==> config.mk <==
export PLATFORM = sky130hd
export DESIGN_NAME = spi_master
export DESIGN_NICKNAME = d
export VERILOG_FILES = /design/src/rtl/spi_master.sv
export SDC_FILE = /design/constraint.sdc
export NUM_CORES = 1
export LEC_CHECK = 0
export CORE_ASPECT_RATIO = 1.75
export CORE_UTILIZATION = 40
export DETAILED_ROUTE_END_ITERATION = 10
export DONT_BUFFER_PORTS = 1
export GPL_ROUTABILITY_DRIVEN = 0
export PLACE_DENSITY = 0.62
export SYNTH_ARGS = -nofsm -noshare
export SYNTH_HDL_FRONTEND = slang
export SYNTH_SLANG_ARGS = --single-unit
==> constraint.sdc <==
create_clock -name clk -period 4.49 [get_ports clk]
set_input_delay 1.347 -clock clk [delete_from_list [all_inputs] [get_ports clk]]
set_output_delay 1.347 -clock clk [all_outputs]
set_load 0.01 [all_outputs]
==> src/rtl/spi_master.sv <==
// SPI master, mode 0 (CPOL=0, CPHA=0), 8-bit transfers, MSB first.
// One transfer is SETUP (CS low, first bit on MOSI), 16 SCLK half-periods
// and HOLD (CS still low, SCLK low), each phase CLK_DIV clk cycles long.
//
// Handshake: start is a request sampled only while the FSM is idle; it is
// accepted on the rising clk edge where state is IDLE and start=1, and busy
// rises on that edge.  A request seen while busy is dropped, not queued.
// done is a one-cycle pulse in the IDLE cycle that follows HOLD, and
// masterDataReceived updates on that same edge only.
module spi_master #(
  parameter int CLK_DIV = 2
) (
  input  logic       clk,
  input  logic       reset,
  input  logic       start,
  input  logic [7:0] masterDataToSend,
  output logic [7:0] masterDataReceived,
  output logic       busy,
  output logic       done,
  output logic       SCLK,
  output logic       CS,
  output logic       MOSI,
  input  logic       MISO
);

  localparam logic [7:0] DIV_LAST = 8'(CLK_DIV - 1);

  typedef enum logic [1:0] {
    IDLE     = 2'd0,
    SETUP    = 2'd1,
    TRANSFER = 2'd2,
    HOLD     = 2'd3
  } state_t;

  state_t     state;
  logic [7:0] div_cnt;
  logic [3:0] bit_cnt;
  logic [7:0] tx_sr;
  logic [7:0] rx_sr;

  // Transfer FSM; every output is a register so SCLK/CS/MOSI are glitch-free.
  always_ff @(posedge clk) begin
    if (!reset) begin
      state              <= IDLE;
      div_cnt            <= 8'd0;
      bit_cnt            <= 4'd0;
      tx_sr              <= 8'd0;
      rx_sr              <= 8'd0;
      masterDataReceived <= 8'd0;
      busy               <= 1'b0;
      done               <= 1'b0;
      SCLK               <= 1'b0;
      CS                 <= 1'b1;
      MOSI               <= 1'b0;
    end else begin
      case (state)
        IDLE: begin
          done <= 1'b0;
          SCLK <= 1'b0;
          if (start) begin
            tx_sr   <= masterDataToSend;
            bit_cnt <= 4'd0;
            div_cnt <= 8'd0;
            busy    <= 1'b1;
            CS      <= 1'b0;
            MOSI    <= masterDataToSend[7];
            state   <= SETUP;
          end else begin
            CS   <= 1'b1;
            MOSI <= 1'b0;
          end
        end

        SETUP: begin
          if (div_cnt == DIV_LAST) begin
            div_cnt <= 8'd0;
            state   <= TRANSFER;
          end else begin
            div_cnt <= div_cnt + 8'd1;
          end
        end

        TRANSFER: begin
          if (div_cnt == DIV_LAST) begin
            div_cnt <= 8'd0;
            if (!SCLK) begin
              // Rising SCLK: the slave's bit has been stable for a half-period.
              SCLK    <= 1'b1;
              rx_sr   <= {rx_sr[6:0], MISO};
              bit_cnt <= bit_cnt + 4'd1;
            end else begin
              // Falling SCLK: present the next bit for the following rise.
              SCLK  <= 1'b0;
              tx_sr <= {tx_sr[6:0], 1'b0};
              MOSI  <= tx_sr[6];
              if (bit_cnt == 4'd8) begin
                state <= HOLD;
              end
            end
          end else begin
            div_cnt <= div_cnt + 8'd1;
          end
        end

        HOLD: begin
          if (div_cnt == DIV_LAST) begin
            div_cnt            <= 8'd0;
            CS                 <= 1'b1;
            MOSI               <= 1'b0;
            busy               <= 1'b0;
            done               <= 1'b1;
            masterDataReceived <= rx_sr;
            state              <= IDLE;
          end else begin
            div_cnt <= div_cnt + 8'd1;
          end
        end

        default: state <= IDLE;
      endcase
    end
  end

endmodule

==> metrics <==
Crit. End Element=register; setup repair bufs after CTS=0; crit path cell chain=ha_1, or4b_1, nor2_1, a21boi_0, o21a_1; worst setup margin=2.069 ns; Post-Syn Nets=265; layout cells sized above 1=0.08974; EDFF count, synth=0; Max FO, Critical Path=11; most frequent cells in the layout=42 x dfxtp_1, 31 x nand2_1, 22 x nand3_1, 22 x a21oi_1, 15 x nor2_1; Worst path slowest cell=nor2_1; Ys Warns=0; leakage power=~0.00075 uW; critical path required time=4.69 ns; worst hold path depth=2; status=finished clean; Post-Place Cells=280; drt first-iter violations=74; Finished Core Util=0.4328; fmax=413.1 MHz; most common cell after layout, fill and taps aside=dfxtp_1; area added between synthesis and finish=4.022%; worst hold path startpoint=tx_sr[4]$_SDFFE_PN0P_; GRT Total Usage=0.1769; # setup viols final=0; reg2reg path depth=5; CTS tree=built; die area=5435 sq um; drc violations=0; ys flop type=dfxtp_1; Cell Pwr Density=497.1 nW/um^2; multi-input logic area=~1100 sq um; clk_lat worst skew=around 0.29 ns; pin count of the biggest net entering global routing=27; Cell Rows=34; worst hold path type=register to register; vias per inst=5.944; CTS Buf Count=5; Cells after Synth=about 240; fin cells=288; Final min period=2.421 ns; CTS Hold Buffers Added=0; global-route wire length before repair=roughly 7.6 mm; Chip Height=96.78 um; RSZ-0062 raised after global routing=no; Hold Path Sink=tx_sr[4]$_SDFFE_PN0P_; CTS sink count=42; skew final=0.004646 ns; Routed Antenna Nets=0; storage element area=around 840 sq um; post-synthesis sequential area ratio=0.4095; Max rail drop VDD=355.0 uV; Final Cycle Share=0.5392; Max Cap Viol=0; antenna violations before repair=0; wirelength, routed=4.676 mm; nets@finish=255; vias in the first global route=1639; Resized Gates After CTS=0; root buffer cell=clkbuf_8; Mapped Area=around 2100 sq um; Max Slew Vio Count=0; FFs w/ async S/R, synth=0; hpwl dp=3.268 mm; Reg clk slew, reported paths=0.08 ns; CTS HTree Levels=2; remaining global-route overflow=0; CP Data Arrival Time=2.62 ns; core box area=approximately 4900 sq um; I/O pin count=25; measured slew at the worst slew-check pin=0.8612 ns; CP peak stage delay=0.65 ns; Crit Reg-Reg Startpoint=div_cnt[0]$_SDFFE_PN0N_; fill count=a little over 500; final hold vios=0; post-DR wirelength/cell=about 16 um; Avg Synthesized Cell Area=8.449 sq um; chip width=between 50 and 60 um; maximum buffer depth of the clock tree=2; Critical Path Source Type=register; Synth cell types=47; first-pass detailed-route iteration total=7; initial core utilization=0.4161; worst reg-to-reg setup slack=between 2 and 2.5 ns; max_slew headroom=0.4178; input/output buffers=0; antenna cells=0; Vias=1712; post-synthesis register bit count=42; worst slack at placement=1.820 ns; worst flop-to-flop path endpoint=busy$_SDFFE_PN0P_; crit path kind=register to register; Fin Setup TNS=0 ns
-- metal layers --
| layer | vias up | track usage | part of all wire |
|---|---|---|---|
| met4 | 0 | 0.07880 | 0.025 |
| met1 | 820 | 0.1922 | 0.41 |
| met2 | 39 | 0.3150 | 0.52 |
| li1 | 846 | - | - |
| met3 | 7 | 0.04412 | 0.044 |
| met5 | - | 0 | 0 |
-- sequential cells by signal (all words and copies together), names as in the netlist --
name                cells
busy                    1
masterDataReceived      8
MOSI                    1
done                    1
div_cnt                 8
bit_cnt                 4
CS                      1
state                   2
rx_sr                   8
SCLK                    1
tx_sr                   7
-- stage by stage --
| step | hold slack, ns | power, uW | area (sq um) |
|---|---|---|---|
| 2_1_floorplan | 0.4438 | 738.7 | 2053 |
| 3_3_place_gp | 0.4526 | 804.3 | 2041 |
| 3_5_place_dp | 0.4646 | 805.8 | 2041 |
| 4_1_cts | 0.4768 | 1063 | 2136 |
| 5_1_grt | 0.4967 | 1128 | 2136 |
| 6_report | 0.4757 | 1062 | 2136 |
-- power by group --
group	switching (uW)	leakage, uW	internal, uW	total (uW)
clock network	135	0.0000472	124	259
logic	229	0.000362	121	350
registers	42.8	0.000341	410	453
total	407	0.000749	655	1060
-- worst max-delay path: cells and delay by family, from the launching register on --
| kind | cells | cell delay, ns |
|---|---|---|
| AOI/OAI and AO/OA | 2 | 0.40 |
| adders and majority gates | 1 | 0.20 |
| DFF | 1 | 0.45 |
| and+or+nand+nor | 2 | 1.27 |
-- synth_stat cells (3+ instances only) --
master,count,area share
nand4_1,3,0.0091
nand2_1,31,0.057
a21oi_1,22,0.054
xnor2_1,4,0.017
nor3_1,3,0.0073
o21ai_0,9,0.022
dfxtp_1,42,0.41
nor2_1,15,0.027
inv_1,9,0.016
ha_1,10,0.061
o21ai_2,9,0.038
a31oi_1,3,0.0091
clkbuf_1,13,0.024
nand3_1,22,0.054
xor2_1,3,0.013
a222oi_1,4,0.020
-- layout make-up --
type                       count  area share
multi-input combinational    175      0.5144
sequential                    42      0.3937
clock buffer                   6     0.03866
tap                           54     0.03163
inverter                       9     0.01582
clock inverter                 2    0.005858
-- logic make-up (layout without fill, tap and decap cells) --
family          count (synthesis)  count (layout)  share of synthesized area
compound gates                 62              62                     0.2054
flops                          42              42                     0.4095
simple gates                   94              94                     0.2291
fa+ha+maj                      10              10                    0.06094
mux                             2               2                   0.009751
buf+inv                        26              17                    0.05545
xor+xnor                        7               7                    0.02986
-- how the worst max path moves through the flow --
stage / start / endpoint / slack, ns / depth (start not counted)
after floorplan: start / bit_cnt[3]$_SDFFE_PN0P_ / 2.18 / 5
after global placement: start / tx_sr[2]$_SDFFE_PN0P_ / 1.85 / 4
after detailed placement: start / tx_sr[2]$_SDFFE_PN0P_ / 1.82 / 4
after CTS: div_cnt[0]$_SDFFE_PN0N_ / busy$_SDFFE_PN0P_ / 2.06 / 5
after global routing: state[0]$_SDFFE_PN0P_ / tx_sr[2]$_SDFFE_PN0P_ / 1.90 / 6
final: div_cnt[0]$_SDFFE_PN0N_ / busy$_SDFFE_PN0P_ / 2.07 / 5
Note: power is estimated with default switching activity, not from simulation.
